==> config.mk <==
export PLATFORM = sky130hd
export DESIGN_NAME = register_pipeline_elastic
export DESIGN_NICKNAME = d
export VERILOG_FILES = /design/src/rtl/register_pipeline_elastic.sv
export SDC_FILE = /design/constraint.sdc
export NUM_CORES = 1
export LEC_CHECK = 0
export BUFFER_PORTS_ARGS = -buffer_cell sky130_fd_sc_hd__buf_2
export CAP_MARGIN = 20
export CORE_AREA = 2 2 132 134
export CTS_CLUSTER_DIAMETER = 60
export CTS_CLUSTER_SIZE = 24
export DETAILED_ROUTE_END_ITERATION = 7
export DIE_AREA = 0 0 134 136
export GPL_ROUTABILITY_DRIVEN = 0
export PLACE_DENSITY = 0.65
export SKIP_LAST_GASP = 1
export SYNTH_ARGS = -nofsm -noshare
export SYNTH_HDL_FRONTEND = slang
export SYNTH_SLANG_ARGS = --single-unit
==> constraint.sdc <==
create_clock -name clk -period 2.3 [get_ports clk]
set_input_delay 0.23 -clock clk [delete_from_list [all_inputs] [get_ports clk]]
set_output_delay 0.23 -clock clk [all_outputs]
set_load 0.005 [all_outputs]
==> src/rtl/register_pipeline_elastic.sv <==
// Elastic register chain: DEPTH main+skid slices, flush and occupancy; REG_PIPE_PERF_EN adds stall_cnt/stall_clr.
// Latency DEPTH-1 edges from acceptance to out_valid when not stalled; 1 beat/cycle sustained.
// Backpressure: every slice ready is a flop, in_ready falls only when slice 0 holds two beats.
module register_pipeline_elastic #(
  parameter int N = 32,
  parameter int DEPTH = 2,
  localparam int CNT_W = $clog2(2*DEPTH+1)
) (
  input  logic             clk,
  input  logic             reset_n,
  input  logic             flush,
  input  logic             in_valid,
  input  logic [N-1:0]     in_data,
  output logic             in_ready,
  output logic             out_valid,
  output logic [N-1:0]     out_data,
  input  logic             out_ready,
  output logic [CNT_W-1:0] occupancy
`ifdef REG_PIPE_PERF_EN
  ,
  input  logic             stall_clr,
  output logic [31:0]      stall_cnt
`endif
);

  logic [DEPTH-1:0] slice_vld;
  logic [DEPTH-1:0] slice_rdy;
  logic [N-1:0]     slice_dat [DEPTH];

  for (genvar k = 0; k < DEPTH; k++) begin : g_slice
    logic         up_vld;
    logic [N-1:0] up_dat;
    logic         dn_rdy;
    logic         push;
    logic         pop;
    logic         main_vld_q, main_vld_d;
    logic         skid_vld_q, skid_vld_d;
    logic         rdy_q, rdy_d;
    logic [N-1:0] main_dat_q, main_dat_d;
    logic [N-1:0] skid_dat_q, skid_dat_d;

    if (k == 0) begin : g_head
      assign up_vld = in_valid;
      assign up_dat = in_data;
    end else begin : g_link
      assign up_vld = slice_vld[k-1];
      assign up_dat = slice_dat[k-1];
    end

    if (k == DEPTH-1) begin : g_tail
      assign dn_rdy = out_ready;
    end else begin : g_mid
      assign dn_rdy = slice_rdy[k+1];
    end

    always_comb begin
      push       = up_vld && rdy_q;
      pop        = main_vld_q && dn_rdy;
      main_vld_d = main_vld_q;
      skid_vld_d = skid_vld_q;
      main_dat_d = main_dat_q;
      skid_dat_d = skid_dat_q;
      if (flush) begin
        main_vld_d = 1'b0;
        skid_vld_d = 1'b0;
      end else if (skid_vld_q) begin
        // FULL: ready is low, so only a pop can happen
        if (pop) begin
          main_dat_d = skid_dat_q;
          skid_vld_d = 1'b0;
        end
      end else if (main_vld_q) begin
        if (push && pop) begin
          main_dat_d = up_dat;
        end else if (push) begin
          skid_dat_d = up_dat;
          skid_vld_d = 1'b1;
        end else if (pop) begin
          main_vld_d = 1'b0;
        end
      end else if (push) begin
        main_dat_d = up_dat;
        main_vld_d = 1'b1;
      end
      // separate flop so ready stays low through reset and rises on the first edge after it
      rdy_d = !skid_vld_d;
    end

    always_ff @(posedge clk or negedge reset_n) begin
      if (!reset_n) begin
        main_vld_q <= 1'b0;
        skid_vld_q <= 1'b0;
        rdy_q      <= 1'b0;
        main_dat_q <= '0;
        skid_dat_q <= '0;
      end else begin
        main_vld_q <= main_vld_d;
        skid_vld_q <= skid_vld_d;
        rdy_q      <= rdy_d;
        main_dat_q <= main_dat_d;
        skid_dat_q <= skid_dat_d;
      end
    end

    assign slice_vld[k] = main_vld_q;
    assign slice_rdy[k] = rdy_q;
    assign slice_dat[k] = main_dat_q;
  end

  assign in_ready  = slice_rdy[0];
  assign out_valid = slice_vld[DEPTH-1];
  assign out_data  = slice_dat[DEPTH-1];

  logic             up_push;
  logic             dn_pop;
  logic [CNT_W-1:0] occ_q, occ_d;

  always_comb begin
    up_push = in_valid && in_ready;
    dn_pop  = out_valid && out_ready;
    occ_d   = occ_q + CNT_W'(up_push) - CNT_W'(dn_pop);
    if (flush) begin
      occ_d = '0;
    end
  end

  always_ff @(posedge clk or negedge reset_n) begin
    if (!reset_n) begin
      occ_q <= '0;
    end else begin
      occ_q <= occ_d;
    end
  end

  assign occupancy = occ_q;

`ifdef REG_PIPE_PERF_EN
  logic [31:0] stall_cnt_q, stall_cnt_d;

  always_comb begin
    stall_cnt_d = stall_cnt_q;
    if (stall_clr) begin
      stall_cnt_d = '0;
    end else if (out_valid && !out_ready && (stall_cnt_q != 32'hFFFF_FFFF)) begin
      stall_cnt_d = stall_cnt_q + 32'd1;
    end
  end

  always_ff @(posedge clk or negedge reset_n) begin
    if (!reset_n) begin
      stall_cnt_q <= '0;
    end else begin
      stall_cnt_q <= stall_cnt_d;
    end
  end

  assign stall_cnt = stall_cnt_q;
`endif

endmodule

==> impl_metrics.toml <==
[placed_design]
dpl-instance-area_um2 = 6880
port_buffers = 73
dp_hpwl_um = 7420

[logic_synthesis]
synth_warnings = 0
yosysTopAreaCell = "dfrtp_1"
synth-xor-area-share = 0.00281
syn_inst = 387
synth_ff_type = "dfrtp_1"
synth_area_um2 = 6230
synth_common_cells = "dfrtp_1, mux2_2, mux2_4"
ys_async_sr_fraction = 1.00
synthAdderAreaFrac = 0.00522
yosysMostFrequentCell = "dfrtp_1"
synth.distinct_cells = 28
synthSimpleGateAreaFrac = 0.0151
ys_seq_area_frac = 0.550
ys_ff_latch = 137
synth_top_family_by_area = "multiplexers"
synth_mux_area_frac = 0.383
synth_area_leaders = "dfrtp_1, mux2_2, mux2_4"
synthesis.nets = 426
netlist.area_leader.share = 0.550
synth-edff-count = 0
synth_area_per_cell_um2 = 16.1
synth_compound_area_frac = 0.0163

[sta]
tightest_slew_ns = 0.503
setup_viol = 0
fin_worst_skew_ns = 0.00720
post-route-min-period_ns = 2.04
max_freq_mhz = 490
hold_violations = 0
relSlewSlack = 0.665
setup_tns_ns = 0
rsz0062_at_grt = "false"
maxSlewViolCount = 0
post-route-period-util = 0.887

[final_layout]
design_area_um2 = 7490
final.fill_count = 1518
fin_util = 0.444
syn2layout_area_growth_pct = 20.1
drive_above_1_share = 0.642
finalNetCount = 504

[floorplanning]
die_w_um = 134
initial_core_util = 0.369
design.core.area_um2 = 16900
die-height_um = 136
placementRows = 48
die_area_um2 = 18200
boundaryPins = 74

[clock_network]
clkTransAtPathRegs_ns = 0.06
cts_buffer_depth = 2
cts_root_buffer = "clkbuf_16"
cts.sinks = 137
cts_setup_buffers = 0
h-tree-depth = 4
cts_tree = "built"
insertion_delay_ns = 0.42
numCtsBuffers = 17

[setup_path]
worstPathArrival_ns = 2.34
path_class = "reg2reg"
crit_family = "simple AND/OR/NAND/NOR gates"
path_buf_inv = 1
cpMaxStageDelayCell = "or4b_2"
end_kind = "flip-flop"
crit_fanout = 32
path_depth = 4
startpoint_type = "flip-flop"
cp_slowest_stage_delay_ns = 0.67
required_ns = 2.60
path_cells = "nand2_1 -> or4b_2 -> buf_12 -> mux2_4"
r2r.worst_path.cells = 4

[grt]
grt-ovfl-total = 0
grt_pass1_vias = 3743
grt_pass1_wl_um = 20100
grt_max_degree = 59
antenna_found_initial = 1
grt.total_usage = 0.145

[route]
vias = 3370
via_per_inst = 4.79
drt_wl_total_um = 12000
drt_iter0_markers = 107
drtAntennaViolNets = 0
drc = 0
wire_per_inst_um = 17.1
dr.pass1.iters = 4

[power]
power.density_nw_per_um2 = 999
power.total_w = 0.00748
power.leakage_nw = 3.62
vdd_drop_max_v = 0.000579

[min_path]
min_path_cells = 2
hp-class = "in2reg"

[flow_run]
drv_cap = 0

[status]
status = "finished clean"
## cells in the final DEF, fill, tap and decap left out, types with 4 or more instances in the layout
master / Yosys / layout
buf_12: 0 / 5
buf_2: 10 / 72
buf_4: 0 / 4
clkbuf_16: 0 / 17
clkinv_2: 0 / 6
dfrtp_1: 137 / 135
inv_1: 5 / 5
mux2_2: 129 / 129
mux2_4: 60 / 60
## sequential cells by signal, indices dropped and copies added (netlist names)
| register | flops |
|---|---|
| g_slice.skid_dat_q | 64 |
| g_slice.main_dat_q | 32 |
| out_data | 32 |
| occupancy | 3 |
| g_slice.skid_vld_q | 2 |
| g_slice.dn_rdy | 1 |
| g_slice.main_vld_q | 1 |
| in_ready | 1 |
| out_valid | 1 |
## area by class of cell
class                      count  area (µm²)  area share
timing repair buffer          83         512      0.0683
inverter                       5        18.8     0.00251
antenna                        1        2.50    0.000334
sequential                   137        3430       0.458
tap                          225         282      0.0376
multi-input combinational    221        2640       0.353
clock buffer                  23         478      0.0638
clock inverter                 9         120      0.0160
## final timing paths
kind / startpoint / endpoint / slack (ns)
worst max-delay path: g_slice[0].main_vld_q / g_slice[1].skid_dat_q[5] / 0.26
worst min-delay path: in_data[15] / g_slice[0].skid_dat_q[15] / 0.06
worst max register to register: g_slice[0].main_vld_q / g_slice[1].skid_dat_q[5] / 0.26
worst min register to register: g_slice[1].skid_dat_q[11] / g_slice[1].skid_dat_q[11] / 0.50
max in group asynchronous: reset_n / out_data[7] / 1.17
min in group asynchronous: reset_n / g_slice[0].skid_dat_q[10] / 0.33
## where the power goes
group	total, W	internal, W	switching (W)
clock	0.00276	0.00178	0.000985
combinational	0.00140	0.000904	0.000491
sequential	0.00332	0.00299	0.000327
total	0.00748	0.00567	0.00180
## cell families (layout without fill, tap and decap cells)
family,count (synthesis),count (layout)
XOR/XNOR,2,2
AO/OA/AOI/OAI,11,11
other,0,1
adder cells (fa/ha/maj),2,2
AND/OR/NAND/NOR,14,14
multiplexers,192,192
flip-flops,137,137
buffers and inverters,29,120
## per-stage QoR
stage / setup slack [ns] / hold WS, ns / cells
CTS: 0.269 / 0.0372 / 703
global route: 0.192 / 0.0471 / 703
global placement: 0.314 / 0.218 / 670
finish: 0.259 / 0.0559 / 704
floorplan: 0.489 / -0.0656 / 387
detailed placement: 0.276 / 0.224 / 670
## worst reg2reg max path: stages (launching register included)
cell	delay (ns)
dfrtp_1	0.52
nand2_1	0.15
or4b_2	0.67
buf_12	0.24
mux2_4	0.34
## layer usage
metal / vias to the layer above / part of all wire / wire length, µm / track usage
met4: 0 / 0.013 / 159 / 0.0532
li1: 1551 / - / - / -
met2: 69 / 0.46 / 5550 / 0.226
met5: - / 0 / 0 / 0
met1: 1737 / 0.47 / 5660 / 0.191
met3: 13 / 0.053 / 635 / 0.0459
## repair_timing
action,in CTS,in global routing
hold buffers,1,0
resized for setup,0,0
hold endpoints to repair,50,0
(Power assumes the default switching activity.)
